--- src/rtl/alu_pkg.sv ---
// -----------------------------------------------------------------------------
// alu_pkg
// Shared types and constants for the sequential ALU (seq_alu) and its
// iterative multiplier (alu_mul_seq).
//   ALU_OP_W : width of the operation code
//   alu_op_e : operation encodings ALU_ADD .. ALU_MUL (1001-1111 are illegal)
//   state_e  : handshake FSM states S_IDLE, S_BUSY, S_DONE
// -----------------------------------------------------------------------------
package alu_pkg;

    localparam int ALU_OP_W = 4;

    typedef enum logic [ALU_OP_W-1:0] {
        ALU_ADD = 4'b0000,
        ALU_SUB = 4'b0001,
        ALU_NOT = 4'b0010,
        ALU_AND = 4'b0011,
        ALU_OR  = 4'b0100,
        ALU_XOR = 4'b0101,
        ALU_SLT = 4'b0110,
        ALU_EQ  = 4'b0111,
        ALU_MUL = 4'b1000
    } alu_op_e;

    typedef enum logic [1:0] {
        S_IDLE = 2'b00,
        S_BUSY = 2'b01,
        S_DONE = 2'b10
    } state_e;

endpackage

--- src/rtl/alu_mul_seq.sv ---
// -----------------------------------------------------------------------------
// alu_mul_seq
// Shift-add multiplier producing the low WIDTH bits of a*b, one multiplier
// bit per cycle. Only instantiated when ALU_MUL_EN is defined.
//   clk, rst_n : clock, asynchronous active-low reset
//   start      : one-cycle pulse; a and b are captured on this edge
//   a, b       : operands (sampled with start)
//   done       : high during the last of the WIDTH step cycles
//   product    : final product, valid while done is high
// -----------------------------------------------------------------------------
module alu_mul_seq #(
    parameter int WIDTH = 8
) (
    input  logic             clk,
    input  logic             rst_n,
    input  logic             start,
    input  logic [WIDTH-1:0] a,
    input  logic [WIDTH-1:0] b,
    output logic             done,
    output logic [WIDTH-1:0] product
);

    localparam int CNT_W = $clog2(WIDTH);
    localparam logic [CNT_W-1:0] CNT_LAST = CNT_W'(WIDTH - 1);
    localparam logic [CNT_W-1:0] CNT_ONE  = CNT_W'(1);

    logic [WIDTH-1:0] mcand_r;
    logic [WIDTH-1:0] mplier_r;
    logic [WIDTH-1:0] acc_r;
    logic [CNT_W-1:0] cnt_r;
    logic             busy_r;
    logic [WIDTH-1:0] step_s;
    logic             last_s;

    // Partial product after the current step; on the last step this is the
    // answer, so it is exposed directly and the caller can capture it at once.
    always_comb begin
        step_s = acc_r;
        if (mplier_r[0]) begin
            step_s = acc_r + mcand_r;
        end else begin
            step_s = acc_r;
        end
    end

    assign last_s  = busy_r & (cnt_r == CNT_LAST);
    assign done    = last_s;
    assign product = step_s;

    // Operand capture and one shift-add step per cycle while busy.
    always_ff @(posedge clk or negedge rst_n) begin
        if (!rst_n) begin
            mcand_r  <= '0;
            mplier_r <= '0;
            acc_r    <= '0;
            cnt_r    <= '0;
            busy_r   <= 1'b0;
        end else if (start) begin
            mcand_r  <= a;
            mplier_r <= b;
            acc_r    <= '0;
            cnt_r    <= '0;
            busy_r   <= 1'b1;
        end else if (busy_r) begin
            acc_r    <= step_s;
            mcand_r  <= {mcand_r[WIDTH-2:0], 1'b0};
            mplier_r <= {1'b0, mplier_r[WIDTH-1:1]};
            if (last_s) begin
                busy_r <= 1'b0;
                cnt_r  <= '0;
            end else begin
                cnt_r  <= cnt_r + CNT_ONE;
            end
        end else begin
            busy_r <= 1'b0;
        end
    end

endmodule

--- src/rtl/seq_alu.sv ---
// -----------------------------------------------------------------------------
// seq_alu
// Handshaked WIDTH-bit ALU. One transaction at a time: accept in IDLE,
// optionally iterate in BUSY (multiply), hold result and flags in DONE until
// the consumer takes them.
// Build option: ALU_MUL_EN defined -> op 1000 is a WIDTH-cycle multiply;
//               undefined          -> op 1000 is illegal, no multiplier built.
// Ports:
//   clk, rst_n          clock, asynchronous active-low reset
//   in_valid/in_ready   operand handshake (in_ready only in IDLE)
//   a, b, op            operands and operation code
//   out_valid/out_ready result handshake (out_valid only in DONE)
//   result              registered result
//   flag_z/c/v/n        zero, carry (ADD/SUB), signed overflow (ADD/SUB), MSB
//   mag                 two's complement magnitude of result for the display
//   err                 illegal or compiled-out op
// -----------------------------------------------------------------------------
module seq_alu
    import alu_pkg::*;
#(
    parameter int WIDTH = 8
) (
    input  logic                clk,
    input  logic                rst_n,
    input  logic                in_valid,
    output logic                in_ready,
    input  logic [WIDTH-1:0]    a,
    input  logic [WIDTH-1:0]    b,
    input  logic [ALU_OP_W-1:0] op,
    output logic                out_valid,
    input  logic                out_ready,
    output logic [WIDTH-1:0]    result,
    output logic                flag_z,
    output logic                flag_c,
    output logic                flag_v,
    output logic                flag_n,
    output logic [WIDTH-1:0]    mag,
    output logic                err
);

    localparam logic [WIDTH-1:0] ONE_W = {{(WIDTH-1){1'b0}}, 1'b1};

    state_e           state_r, state_nxt_s;
    logic             accept_s, is_mul_s, mul_start_s;
    logic [WIDTH-1:0] b_eff_s;
    logic             cin_s;
    logic [WIDTH:0]   sum_s;
    logic [WIDTH-1:0] alu_res_s;
    logic             alu_c_s, alu_v_s, alu_err_s;
    logic             load_s;
    logic [WIDTH-1:0] fin_res_s;
    logic             fin_c_s, fin_v_s, fin_err_s;
    logic [WIDTH-1:0] result_r, mag_r;
    logic             flag_z_r, flag_c_r, flag_v_r, flag_n_r, err_r;
    logic             mul_done_s;
    logic [WIDTH-1:0] mul_prod_s;

    // The most negative value has no positive counterpart and maps to itself.
    function automatic logic [WIDTH-1:0] mag_of(input logic [WIDTH-1:0] v);
        if (v[WIDTH-1]) begin
            mag_of = ~v + ONE_W;
        end else begin
            mag_of = v;
        end
    endfunction

    assign in_ready  = (state_r == S_IDLE);
    assign out_valid = (state_r == S_DONE);
    assign accept_s  = in_ready & in_valid;

`ifdef ALU_MUL_EN
    assign is_mul_s = (op == ALU_MUL);

    alu_mul_seq #(.WIDTH(WIDTH)) u_mul (
        .clk     (clk),
        .rst_n   (rst_n),
        .start   (mul_start_s),
        .a       (a),
        .b       (b),
        .done    (mul_done_s),
        .product (mul_prod_s)
    );
`else
    assign is_mul_s   = 1'b0;
    assign mul_done_s = 1'b0;
    assign mul_prod_s = '0;
`endif

    assign mul_start_s = accept_s & is_mul_s;

    // SUB shares the adder as a + ~b + 1 so carry-out means "no borrow".
    assign cin_s   = (op == ALU_SUB);
    assign b_eff_s = cin_s ? ~b : b;
    assign sum_s   = {1'b0, a} + {1'b0, b_eff_s} + {{WIDTH{1'b0}}, cin_s};

    // Single-cycle operation decode straight from the live operands.
    always_comb begin
        alu_res_s = '0;
        alu_c_s   = 1'b0;
        alu_v_s   = 1'b0;
        alu_err_s = 1'b0;
        case (op)
            ALU_ADD, ALU_SUB: begin
                alu_res_s = sum_s[WIDTH-1:0];
                alu_c_s   = sum_s[WIDTH];
                alu_v_s   = (a[WIDTH-1] == b_eff_s[WIDTH-1]) &&
                            (sum_s[WIDTH-1] != a[WIDTH-1]);
            end
            ALU_NOT: alu_res_s = ~a;
            ALU_AND: alu_res_s = a & b;
            ALU_OR:  alu_res_s = a | b;
            ALU_XOR: alu_res_s = a ^ b;
            ALU_SLT: alu_res_s = {{(WIDTH-1){1'b0}}, ($signed(a) < $signed(b))};
            ALU_EQ:  alu_res_s = {{(WIDTH-1){1'b0}}, (a == b)};
            // Illegal codes, and MUL when it is not built, land here.
            default: alu_err_s = 1'b1;
        endcase
    end

    // Pick what (if anything) loads the output registers this cycle.
    always_comb begin
        load_s    = 1'b0;
        fin_res_s = alu_res_s;
        fin_c_s   = alu_c_s;
        fin_v_s   = alu_v_s;
        fin_err_s = alu_err_s;
        if (accept_s && !is_mul_s) begin
            load_s = 1'b1;
        end else if ((state_r == S_BUSY) && mul_done_s) begin
            load_s    = 1'b1;
            fin_res_s = mul_prod_s;
            fin_c_s   = 1'b0;
            fin_v_s   = 1'b0;
            fin_err_s = 1'b0;
        end else begin
            load_s = 1'b0;
        end
    end

    // Next-state logic of the handshake FSM.
    always_comb begin
        state_nxt_s = state_r;
        case (state_r)
            S_IDLE: begin
                if (accept_s) begin
                    state_nxt_s = is_mul_s ? S_BUSY : S_DONE;
                end else begin
                    state_nxt_s = S_IDLE;
                end
            end
            S_BUSY: begin
                if (mul_done_s) begin
                    state_nxt_s = S_DONE;
                end else begin
                    state_nxt_s = S_BUSY;
                end
            end
            S_DONE: begin
                if (out_ready) begin
                    state_nxt_s = S_IDLE;
                end else begin
                    state_nxt_s = S_DONE;
                end
            end
            default: state_nxt_s = S_IDLE;
        endcase
    end

    // State register.
    always_ff @(posedge clk or negedge rst_n) begin
        if (!rst_n) begin
            state_r <= S_IDLE;
        end else begin
            state_r <= state_nxt_s;
        end
    end

    // Result, flags and magnitude; held unchanged until the next transaction.
    always_ff @(posedge clk or negedge rst_n) begin
        if (!rst_n) begin
            result_r <= '0;
            mag_r    <= '0;
            flag_z_r <= 1'b0;
            flag_c_r <= 1'b0;
            flag_v_r <= 1'b0;
            flag_n_r <= 1'b0;
            err_r    <= 1'b0;
        end else if (load_s) begin
            result_r <= fin_res_s;
            mag_r    <= mag_of(fin_res_s);
            flag_z_r <= (fin_res_s == '0);
            flag_c_r <= fin_c_s;
            flag_v_r <= fin_v_s;
            flag_n_r <= fin_res_s[WIDTH-1];
            err_r    <= fin_err_s;
        end else begin
            result_r <= result_r;
        end
    end

    assign result = result_r;
    assign mag    = mag_r;
    assign flag_z = flag_z_r;
    assign flag_c = flag_c_r;
    assign flag_v = flag_v_r;
    assign flag_n = flag_n_r;
    assign err    = err_r;

endmodule
--- config.mk ---
export PLATFORM = sky130hd
export DESIGN_NAME = seq_alu
export DESIGN_NICKNAME = d
export VERILOG_FILES = /design/src/rtl/alu_pkg.sv /design/src/rtl/alu_mul_seq.sv /design/src/rtl/seq_alu.sv
export SDC_FILE = /design/constraint.sdc
export NUM_CORES = 1
export LEC_CHECK = 0
export BUFFER_PORTS_ARGS = -buffer_cell sky130_fd_sc_hd__buf_2
export CORE_MARGIN = 3
export CORE_UTILIZATION = 30
export CTS_CLUSTER_DIAMETER = 200
export DETAILED_ROUTE_END_ITERATION = 7
export PLACE_DENSITY = 0.45
export SLEW_MARGIN = 20
export SYNTH_ARGS = -nofsm -noshare
export SYNTH_HDL_FRONTEND = slang
export SYNTH_SLANG_ARGS = --single-unit
--- constraint.sdc ---
create_clock -name clk -period 3.6 [get_ports clk]
set_clock_uncertainty 0.15 [all_clocks]
set_input_delay 0.9 -clock clk [delete_from_list [all_inputs] [get_ports clk]]
set_output_delay 0.9 -clock clk [all_outputs]
set_load 0.05 [all_outputs]
Word level (Yosys, flattened, before mapping)
Cells that the tools add are included.
Widths: inputs -> output; s select.
{"block": "totals", "latchBits": 0, "memories": 0, "in_bits": 24, "regBits": 23, "mem_bits_ro": 0, "mem_bits_rw": 0, "elab_cells": 47, "output_inout_bits": 23}
{"block": "classes", "div": 0, "eq_ne": 12, "shift": 0, "bitwise": 7, "n_addsub": 3, "n_mux": 10, "reduce_logical": 6, "magnitude_cmp": 1, "mul": 0}
{"cell": "$pmux 8 s7", "n": 1}
{"cell": "$not 8->8", "n": 3}
{"cell": "$eq 4x3->1 const B", "n": 4}
{"cell": "$mux 8", "n": 2}
{"cell": "$add 8x8->9", "n": 1}
{"cell": "$add 9x1->9", "n": 1}
{"cell": "$add 8x1->8 const B", "n": 1}
{"cell": "$and 8x8->8", "n": 1}
{"cell": "$eq 4x2->1 const B", "n": 2}
{"cell": "$eq 8x8->1", "n": 1}
{"cell": "$logic_not 8->1", "n": 1}
{"cell": "$lt 8x8->1", "n": 1}
{"cell": "$or 8x8->8", "n": 1}
{"cell": "$reduce_or 8->1", "n": 1}
{"cell": "$xor 8x8->8", "n": 1}
{"cell": "$pmux 2 s3", "n": 1}
{"cell": "$eq 4x1->1 const B", "n": 1}
{"cell": "$logic_not 4->1", "n": 1}
{"cell": "$mux 1", "n": 4}
{"cell": "$mux 2", "n": 2}
{"cell": "$eq 2x1->1 const B", "n": 1}
{"cell": "$eq 2x2->1 const B", "n": 1}
{"cell": "$logic_not 2->1", "n": 1}
{"cell": "$reduce_or 2->1", "n": 1}
{"cell": "other kinds (4)", "n": 4}

Depth between registers and ports, before layout
{"block": "logic_depth", "ltp_word": 8, "ltp_mapped": 13, "mapped_depth_nobuf": 11}

Worst setup path after synthesis
OpenSTA, ideal clock, no wires.
{"block": "synth_timing", "path_type": "input-to-reg", "start": "input op[1]", "end": "register mag_r[6], in the netlist mag[6]", "slack_ps": -205, "arrival_ps": 3531, "path_stages": 12, "setup_time_ps": 124, "t_required_ps": 3326, "path_cell_list": "buf_6 > nor4b_4 > buf_6 > xnor2_1 > ha_1 > a31o_2 > a21oi_1 > a211oi_2 > a41o_1 > a21o_1 > o311a_1 > a211o_1"}
{"block": "synth_via", "elab_chain_len": 8}
{"element": "from (decl)", "line": "seq_alu.sv:29", "text": "input logic [ALU_OP_W-1:0] op,"}
{"element": "$eq 4x1->1", "line": "seq_alu.sv:92, seq_alu.sv:102"}
{"element": "$mux 8", "line": "seq_alu.sv:93", "text": "assign b_eff_s = cin_s ? ~b : b;"}
{"element": "$add 8x8->9", "line": "seq_alu.sv:94", "text": "assign sum_s = {1'b0, a} + {1'b0, b_eff_s} + {{WIDTH{1'b0}}, cin_s};"}
{"element": "$add 9x1->9", "line": "seq_alu.sv:94"}
{"element": "$pmux 8 s7 (*)", "line": "seq_alu.sv:102", "text": "case (op)"}
{"element": "$not 8->8", "line": "seq_alu.sv:61", "text": "mag_of = ~v + ONE_W;"}
{"element": "$add 8x1->8", "line": "seq_alu.sv:61"}
{"element": "$mux 8 (*)", "line": "seq_alu.sv:60", "text": "if (v[WIDTH-1]) begin"}
{"element": "to (signal assigned)", "line": "seq_alu.sv:190", "text": "mag_r <= mag_of(fin_res_s);"}
{"element": "to (decl)", "line": "seq_alu.sv:53", "text": "logic [WIDTH-1:0] result_r, mag_r;"}
Mark *: on every way between the ends. The rest lies on a longest branch, timed or not.
A chain may end at the register's enable or synchronous reset.

Final worst setup path
{"block": "layout_timing", "start": "input op[3]", "end": "register mag_r[6], in the netlist mag[6]"}
The elaborated chain is that of the path after synthesis.

==> results.yml <==
power_and_ir_drop:
  pwr-share-clk_pct: 14.3
  comb_power_share_pct: 57.8
  ir_drop_mv: 0.132
  p_sw_mw: 0.498
  powerDensity_nw_per_um2: 343
  p_int_mw: 0.584
  p_leak_nw: 1.61
  power_mw: 1.08
  seq_power_share_pct: 27.9
  swShare_pct: 46.1
floorplanning:
  io_pins: 47
  die_height_microns: 93.7
  placementRows: 31
  fp.dieW_microns: 93.7
  initial_core_util_pct: 31.3
  core_sq_um: 7370
  die_area_sq_um: 8790
logic_synthesis:
  synth-simple-area-share_pct: 19.8
  yosysSeqAreaShare_pct: 22.8
  syn_area_per_cell_sq_um: 8.40
  ys_ff_latch: 21
  syn-instance-count: 275
  async_flop_share_pct: 100
  synth_mux_area_share_pct: 1.73
  yosys_warnings: 0
  syn-num-nets: 332
  synth_enable_flop_cells: 0
  synth_compound_area_share_pct: 24.8
  synth_top_family_by_area: "compound AO/OA/AOI/OAI gates"
  synth-xor-area-share_pct: 4.55
  synth_ff_type: "dfrtp_1"
  ys_types: 62
  synth_area_sq_um: 2310
  synthAdderAreaFrac_pct: 18.2
cells_and_area:
  area_growth_pct: 36.4
  final_common_cell: "buf_4"
  drive_above_1_share_pct: 35.1
  n_fill_cell: 760
  nNetsFinal: 428
  multi_input_area_sq_um: 1670
  final-seq-area_sq_um: 526
  mostFrequentLayoutCells: "buf_4 (60), buf_2 (46), ha_1 (32)"
  n_antenna_cell: 0
clock_network:
  clockBufferDepth: 2
  clock-root-buffer: "clkbuf_8"
  cts_tree: "yes"
  worst_skew_pair.late_latency_ns: 0.26
  numCtsBuffers: 3
  clkSinkCount: 21
  clkTransAtPathRegs_ns: 0.08
  cts.hold.buffers_added: 0
  htree_levels: 1
global_route:
  grt_util_all_layers_pct: 15.4
  grt_pass1_wl_microns: 11000
  grt_max_degree: 25
  grt_antenna_before_repair: 0
  grt_pass1_vias: 2323
  grt_overflow_total: 0
routing:
  drt_iter0_markers: 98
  wl_per_cell_microns: 13.7
  wirelength_microns: 6430
  drt_pass1_iterations: 4
  ant_nets: 0
  vias_per_cell: 4.76
  vias: 2232
  drcViolationCount: 0
hold_path:
  whs_endpoint: "state_r[0]"
  hold_depth: 1
  hp-class: "reg2reg"
  hold_start: "state_r[1]"
critical_path:
  worstSetupStartpointType: "input port"
  rrSetupSlack_ns: 1.90
  cp-end-kind: "register"
  crit_required_ns: 3.60
  path_class: "in2reg"
  r2r_start: "state_r[1]"
  worstPathMaxFanout: 7
  worstReg2RegEnd: "mag[5]"
  reg2reg_depth: 4
  critical_path_arrival_ns: 3.48
timing:
  final-hold-violation-count: 0
  tns_ns: 0
  finalSetupViolations: 0
  worst_pin_slew_ns: 0.517
  rsz0062_at_grt: "no"
  relSlewSlack_pct: 65.4
  period_needed_ns: 3.48
  period_share_pct: 96.7
  report.final.slew_viol_count: 0
  setup_ws_ns: 0.119
  max_freq_mhz: 287
flow_run:
  max_cap_viol_count: 0
placement:
  preCtsSetupSlack_ns: -0.208
  hpwl_microns: 5420
  place_congestion: 0.804
  io_buffers: 46
run_status:
  outcome: "finished clean"
-- layer usage --
layer / vias to the layer above / wire length [microns] / GRT usage (%)
li1: 1178 / - / -
met1: 1020 / 3110 / 20.8
met2: 32 / 3140 / 27.0
met3: 2 / 139 / 0.801
met4: 0 / 38 / 3.37
met5: - / 0 / 0
-- power by group through the flow --
stage | Combinational [mW] | Clock, mW | Sequential [mW]
global placement | 0.625 | 0 | 0.306
global route | 0.683 | 0.168 | 0.308
CTS | 0.626 | 0.160 | 0.303
finish | 0.625 | 0.155 | 0.302
detailed placement | 0.624 | 0 | 0.308
floorplan | 0.269 | 0 | 0.457
-- stage by stage --
stage	utilization (%)	hold WS [ns]	cells	cell area [sq um]
after detailed placement	42.0	0.306	465	3090
after CTS	42.6	0.318	469	3140
after global routing	42.8	0.337	469	3150
final	42.8	0.310	469	3150
after global placement	42.0	0.305	465	3090
after floorplan	-	0.276	275	2370
-- area by class of cell --
cell class / count / share of cell area, %
clock buffers: 4 / 1.43
repair buffers: 107 / 22.2
multi-input cells: 214 / 52.9
well taps: 99 / 3.93
inverters: 24 / 2.86
flip-flops and latches: 21 / 16.7
-- cell usage after synthesis (2+ instances only) --
library cell,number,area [sq um]
o2111ai_1,2,17.5
o21ai_0,16,80.1
nor2_1,16,60.1
o211ai_1,3,22.5
o22ai_1,4,25.0
xor2_1,4,35.0
o31ai_1,2,15.0
buf_2,6,30.0
clkbuf_1,5,18.8
dfrtp_1,21,526
or3_1,3,18.8
o32a_1,2,20.0
nand2_1,25,93.8
o22a_1,2,17.5
ha_1,32,400
or4_1,3,22.5
inv_1,23,86.3
a22o_1,3,26.3
a21oi_1,15,75.1
nand3_1,4,20.0
nor3_1,7,35.0
and2_1,4,25.0
nand3b_1,2,15.0
xnor2_1,8,70.1
nor2b_1,2,12.5
a31oi_1,2,12.5
a21o_1,4,30.0
a31o_2,3,26.3
a211o_1,2,17.5
a211oi_1,3,22.5
buf_6,3,33.8
a221oi_1,2,17.5
o21ai_1,2,10.0
nand2b_1,8,50.1
buf_4,2,15.0
mux2i_1,4,40.0
-- worst max path at each step --
stage	startpoint	endpoint	slack, ns	depth (start not counted)
after floorplan	op[1]	mag[6]	-0.006	13
after global placement	op[3]	mag[6]	-0.15	13
after detailed placement	op[3]	mag[6]	-0.21	13
after CTS	op[3]	mag[6]	0.07	13
after global routing	op[3]	mag[6]	0.01	12
final	op[3]	mag[6]	0.12	12
-- logic make-up after synthesis --
logic type / after synthesis
and+or+nand+nor: 84
AOI/OAI and AO/OA: 81
buffers and inverters: 40
adders and majority gates: 33
DFF: 21
xor gates and xnor gates: 12
muxes: 4
-- what timing repair did --
item | in CTS | in global routing
resized for setup | 0 | 4
setup buffers | 0 | 0
setup endpoints to repair | 0 | 4
-- sequential cells by signal, indices dropped and copies added (netlist names) --
| register | count |
|---|---|
| result | 8 |
| mag | 7 |
| flag_v | 1 |
| flag_c | 1 |
| flag_z | 1 |
| state_r | 2 |
| err | 1 |
-- worst max-delay path, cell delays in order --
cell	delay, ns
buf_2	0.12
nor4b_4	0.31
buf_12	0.18
xnor2_2	0.06
ha_1	0.38
and4b_1	0.22
a211oi_2	0.24
xor2_1	0.16
o32a_1	0.22
nand2_2	0.11
o311a_1	0.30
a211o_1	0.26
No activity file was read; power rests on OpenSTA's default activity.
